--- src/rtl/hyperbus_wb_bridge_pkg.sv ---
// Shared definitions for the Wishbone-to-HyperBus word bridge.
package hyperbus_wb_bridge_pkg;

  localparam int HB_WORD_W = 16;

  // RWDS mask polarity: a set bit means the byte is NOT written.
  localparam logic MASK_ON = 1'b1;

  typedef enum logic [2:0] {
    ST_IDLE,
    ST_WR0,
    ST_WR1,
    ST_RD0,
    ST_RD1,
    ST_ACK,
    ST_ERR
  } state_t;

  function automatic logic [1:0] rwds_mask(input logic [1:0] sel);
    return MASK_ON ? ~sel : sel;
  endfunction

endpackage

--- src/rtl/hyperbus_wb_bridge.sv ---
// Wishbone B4 classic slave that splits each 32-bit access into two
// 16-bit HyperBus controller words (one word for register space).
module hyperbus_wb_bridge
  import hyperbus_wb_bridge_pkg::*;
#(
  parameter int ADDR_W        = 32,
  parameter int REG_SPACE_BIT = 31,
  parameter int TIMEOUT       = 1024
) (
  input  logic                 clk,
  input  logic                 rst,
  input  logic [ADDR_W-1:0]    wb_adr_i,
  input  logic [31:0]          wb_dat_i,
  input  logic [3:0]           wb_sel_i,
  input  logic                 wb_we_i,
  input  logic                 wb_cyc_i,
  input  logic                 wb_stb_i,
  output logic [31:0]          wb_dat_o,
  output logic                 wb_ack_o,
  output logic                 wb_err_o,
  output logic [ADDR_W-1:0]    hb_adr_o,
  output logic [HB_WORD_W-1:0] hb_dat_o,
  output logic [2:0]           hb_mask_o,
  output logic                 hb_reg_space_o,
  output logic                 hb_wrq_o,
  output logic                 hb_rrq_o,
  input  logic [HB_WORD_W-1:0] hb_dat_i,
  input  logic                 hb_ready_i,
  input  logic                 hb_valid_i,
  input  logic                 hb_busy_i,
  input  logic                 hb_error_i
);

  localparam int TO_W = (TIMEOUT > 1) ? $clog2(TIMEOUT) : 1;

  state_t              state_reg, state_next;
  logic [ADDR_W-1:0]   hb_adr_reg;
  logic [31:0]         dat_reg;
  logic [3:0]          sel_reg;
  logic                reg_space_reg;
  logic [31:0]         rdat_reg;
  logic [TO_W-1:0]     to_cnt_reg;

  logic [ADDR_W-1:0]   adr_clr;
  logic                accept;
  logic                in_wr;
  logic                in_rd;
  logic                word_done;
  logic                timed_out;
  logic                unused_adr;

  assign unused_adr = wb_adr_i[0];

  always_comb begin
    adr_clr                = wb_adr_i;
    adr_clr[REG_SPACE_BIT] = 1'b0;
  end

  assign in_wr     = (state_reg == ST_WR0) || (state_reg == ST_WR1);
  assign in_rd     = (state_reg == ST_RD0) || (state_reg == ST_RD1);
  assign word_done = (in_wr && hb_ready_i) || (in_rd && hb_valid_i);
  assign timed_out = (to_cnt_reg == TO_W'(TIMEOUT - 1));
  assign accept    = (state_reg == ST_IDLE) && wb_cyc_i && wb_stb_i &&
                     !hb_error_i && !hb_busy_i;

  // A word accepted on the same cycle as timeout/error still counts.
  always_comb begin
    state_next = state_reg;
    case (state_reg)
      ST_IDLE: begin
        if (wb_cyc_i && wb_stb_i) begin
          if (hb_error_i)      state_next = ST_ERR;
          else if (!hb_busy_i) state_next = wb_we_i ? ST_WR0 : ST_RD0;
        end
      end
      ST_WR0: begin
        if (hb_ready_i)                    state_next = reg_space_reg ? ST_ACK : ST_WR1;
        else if (hb_error_i || timed_out)  state_next = ST_ERR;
      end
      ST_WR1: begin
        if (hb_ready_i)                    state_next = ST_ACK;
        else if (hb_error_i || timed_out)  state_next = ST_ERR;
      end
      ST_RD0: begin
        if (hb_valid_i)                    state_next = reg_space_reg ? ST_ACK : ST_RD1;
        else if (hb_error_i || timed_out)  state_next = ST_ERR;
      end
      ST_RD1: begin
        if (hb_valid_i)                    state_next = ST_ACK;
        else if (hb_error_i || timed_out)  state_next = ST_ERR;
      end
      ST_ACK:  state_next = ST_IDLE;
      ST_ERR:  state_next = ST_IDLE;
      default: state_next = ST_IDLE;
    endcase
  end

  always_ff @(posedge clk or posedge rst) begin
    if (rst) begin
      state_reg     <= ST_IDLE;
      hb_adr_reg    <= '0;
      dat_reg       <= '0;
      sel_reg       <= '0;
      reg_space_reg <= 1'b0;
      rdat_reg      <= '0;
      to_cnt_reg    <= '0;
    end else begin
      state_reg <= state_next;
      if (accept) begin
        hb_adr_reg    <= {1'b0, adr_clr[ADDR_W-1:1]};
        dat_reg       <= wb_dat_i;
        sel_reg       <= wb_sel_i;
        reg_space_reg <= wb_adr_i[REG_SPACE_BIT];
      end
      if (accept || word_done)
        to_cnt_reg <= '0;
      else if (in_wr || in_rd)
        to_cnt_reg <= to_cnt_reg + TO_W'(1);
      if (state_reg == ST_RD0 && hb_valid_i) begin
        rdat_reg[15:0] <= hb_dat_i;
        if (reg_space_reg)
          rdat_reg[31:16] <= '0;
      end
      if (state_reg == ST_RD1 && hb_valid_i)
        rdat_reg[31:16] <= hb_dat_i;
    end
  end

  always_comb begin
    hb_dat_o  = '0;
    hb_mask_o = '0;
    if (state_reg == ST_WR0) begin
      hb_dat_o  = dat_reg[15:0];
      hb_mask_o = {1'b0, rwds_mask(sel_reg[1:0])};
    end else if (state_reg == ST_WR1) begin
      hb_dat_o  = dat_reg[31:16];
      hb_mask_o = {1'b0, rwds_mask(sel_reg[3:2])};
    end
  end

  assign hb_wrq_o       = in_wr;
  assign hb_rrq_o       = in_rd;
  assign hb_adr_o       = hb_adr_reg;
  assign hb_reg_space_o = reg_space_reg && (in_wr || in_rd);
  assign wb_dat_o       = rdat_reg;
  // An abandoned bus cycle still drains the burst but gets no ack.
  assign wb_ack_o       = (state_reg == ST_ACK) && wb_cyc_i;
  assign wb_err_o       = (state_reg == ST_ERR);

endmodule

--- config.mk ---
export PLATFORM = sky130hd
export DESIGN_NAME = hyperbus_wb_bridge
export DESIGN_NICKNAME = d
export VERILOG_FILES = /design/src/rtl/hyperbus_wb_bridge_pkg.sv /design/src/rtl/hyperbus_wb_bridge.sv
export SDC_FILE = /design/constraint.sdc
export NUM_CORES = 1
export LEC_CHECK = 0
export ABC_AREA = 1
export CAP_MARGIN = 5
export CORE_UTILIZATION = 45
export DETAILED_ROUTE_END_ITERATION = 8
export PLACE_DENSITY = 0.8
export SETUP_SLACK_MARGIN = 0.4
export SLEW_MARGIN = 20
export SYNTH_ARGS = -nofsm -noshare
export SYNTH_HDL_FRONTEND = slang
export SYNTH_SLANG_ARGS = --single-unit
--- constraint.sdc ---
create_clock -name clk -period 4.78 [get_ports clk]
set_input_delay 0.956 -clock clk [delete_from_list [all_inputs] [get_ports clk]]
set_output_delay 0.956 -clock clk [all_outputs]
set_load 0.005 [all_outputs]
==> impl_metrics.csv <==
group,metric,value,unit
logic_synthesis,ys_seq_area_frac,0.551,
final_layout,mostFrequentLayoutCells,"clkdlybuf4s50_1 (176), dfrtp_1 (112), nand2_1 (78)",
setup_path,required,3820,ps
global_route,grt-ovfl-total,0,
sta,slew_violations,0,
sta,finalCritPeriodShare,0.700,
setup_path,cp.arrival,2390,ps
sta,tns,0,ps
floorplanning,die_y,108,um
logic_synthesis,ys_async_sr_fraction,1.00,
cts,post_cts_buffers,0,
setup_path,worst-setup-path-type,"reg2out",
cts,cts_resized,0,
global_route,track_usage,0.221,
sta,fmax,0.299,GHz
final_layout,area_growth,40.8,%
setup_path,cp_max_fo,21,
setup_path,r2r-end,"hb_adr_o[28]",
flow_run,max_cap_viol_count,0,
sta,slew_headroom,0.434,
setup_path,crit_start,"state_reg[2]",
detailed_routing,drc,0,
floorplanning,core-area,0.0109,sq mm
power,total_leakage_power,3.25,nW
sta,fin_skew,9.93,ps
sta,layout_setup_ws,1430,ps
final_layout,nets,757,
global_route,grt_max_degree,83,
floorplanning,die_w,108,um
setup_path,r2r_start,"state_reg[0]",
logic_synthesis,syn_inst,495,
setup_path,start_kind,"flip-flop",
cts,clock_sinks,112,
power,ir_drop,0.318,mV
logic_synthesis,ys_ff_latch,112,
global_route,grt_first_pass_wirelength,19800,um
placement,port_buffers,176,
sta,finalHoldViolations,0,
detailed_routing,vias,4013,
floorplanning,rows,38,
cts,path_clk_slew,80,ps
placement,gp_congestion,0.831,
detailed_routing,wl,12200,um
power,p_per_area,566,mW/mm^2
cts,cts-root-buf,"clkbuf_16",
detailed_routing,first_pass_iters,4,
final_layout,final_common_cell,"clkdlybuf4s50_1",
cts,htreeDepth,3,
detailed_routing,antenna_left,0,
placement,hpwl,8760,um
sta,worst_slew_pin_slew,847,ps
setup_path,critPathCaptureType,"primary output",
sta,finalCriticalPeriod,3350,ps
sta,setup_viol,0,
cts,cts_tree,"built",
logic_synthesis,ys_types,33,
cts,postCtsHoldBufs,0,
logic_synthesis,synth_edf_count,0,
global_route,antenna_found_initial,2,
floorplanning,start_util,0.465,
setup_path,reg2reg_depth,5,
logic_synthesis,syn_area_per_cell,10.3,sq um
logic_synthesis,synth-main-ff-cell,"dfrtp_1",
final_layout,drive_gt1_frac,0.120,
cts,cts_made_buffers,9,
status,status,"completed",
logic_synthesis,yosysWarnings,0,
setup_path,critPathCapture,"hb_dat_o[1]",
sta,rsz0062_at_grt,"no",
detailed_routing,vias_per_cell,4.95,
sta,fin_hold_ws,492,ps
logic_synthesis,netlist_area,0.00508,sq mm
global_route,grt_pass1_vias,4101,
cts,clk_latency,350,ps
detailed_routing,routedWlPerCell,15.1,um
floorplanning,dieArea,0.0117,sq mm
detailed_routing,drt_iter0_drc,194,
min_path,min_path_type,"reg2reg",
setup_path,reg2reg_slack,2510,ps
cts,cts_buffer_depth,2,
floorplanning,ios,181,
placement,place_ws,1600,ps
[how the worst min path moves through the flow]
stage | slack (ps) | to | cells after the start | start
CTS | 490 | wb_dat_o[4] | 2 | wb_dat_o[4]
detailed placement | 470 | wb_dat_o[4] | 2 | wb_dat_o[4]
floorplan | 460 | to_cnt_reg[5] | 2 | to_cnt_reg[5]
global placement | 460 | wb_dat_o[3] | 2 | wb_dat_o[3]
global route | 520 | wb_dat_o[8] | 2 | wb_dat_o[8]
finish | 490 | wb_dat_o[8] | 2 | wb_dat_o[8]
[metal layers]
layer	global-route usage	vias up	part of all wire
li1	-	1937	-
met1	0.259	1924	0.42
met2	0.375	145	0.48
met3	0.0910	7	0.094
met4	0.0550	0	0.0057
met5	0	-	0
[metrics by stage]
| stage | instances | instance area [sq um] | utilization | power (W) |
|---|---|---|---|---|
| 5_1_grt | 808 | 7150 | 0.654 | 0.00434 |
| 3_3_place_gp | 792 | 6870 | 0.628 | 0.00329 |
| 2_1_floorplan | 497 | 5090 | - | 0.00243 |
| 6_report | 810 | 7160 | 0.655 | 0.00405 |
| 3_5_place_dp | 792 | 6870 | 0.628 | 0.00335 |
| 4_1_cts | 808 | 7150 | 0.654 | 0.00409 |
[layout make-up]
class                   count  area [sq um]
repair buffers            181          1810
well taps                 140           175
clock buffers              10           229
fillers                   839          3780
diodes                      2          5.00
inverters                  71           272
flip-flops and latches    112          2800
multi-input cells         288          1810
clock inverters             6          53.8
[where the power goes]
group	internal [W]	switching [W]	total, W	leakage [nW]
Combinational	0.00102	0.000730	0.00175	1.72
Sequential	0.00136	0.000224	0.00159	1.40
Clock	0.000362	0.000352	0.000713	0.135
[worst max-delay path, stage by stage, from the launching register on]
cell and delay [ps]:
dfrtp_1 460, inv_2 170, nand3_2 450, o22ai_1 390, clkdlybuf4s50_1 580
[kinds of logic after synthesis]
| family | Yosys count | share of synthesized area |
|---|---|---|
| xor gates and xnor gates | 3 | 0.00517 |
| DFF | 112 | 0.551 |
| and+or+nand+nor | 150 | 0.144 |
| muxes | 34 | 0.100 |
| adders and majority gates | 1 | 0.00246 |
| buffers and inverters | 97 | 0.0940 |
| AOI/OAI and AO/OA | 97 | 0.102 |
| other | 1 | 0.000738 |
[cell usage after synthesis (5+ instances only)]
library cell	count	area, sq um
mux2_4	34	510
buf_4	7	52.6
a21oi_1	7	35.0
nand3_1	31	155
nand2_1	78	293
o22ai_1	18	113
o21ai_0	68	340
nor3_1	5	25.0
clkbuf_1	5	18.8
inv_1	67	251
dfrtp_1	112	2800
nor2_1	16	60.1
buf_2	7	35.0
No activity file was read; power rests on OpenSTA's default activity.
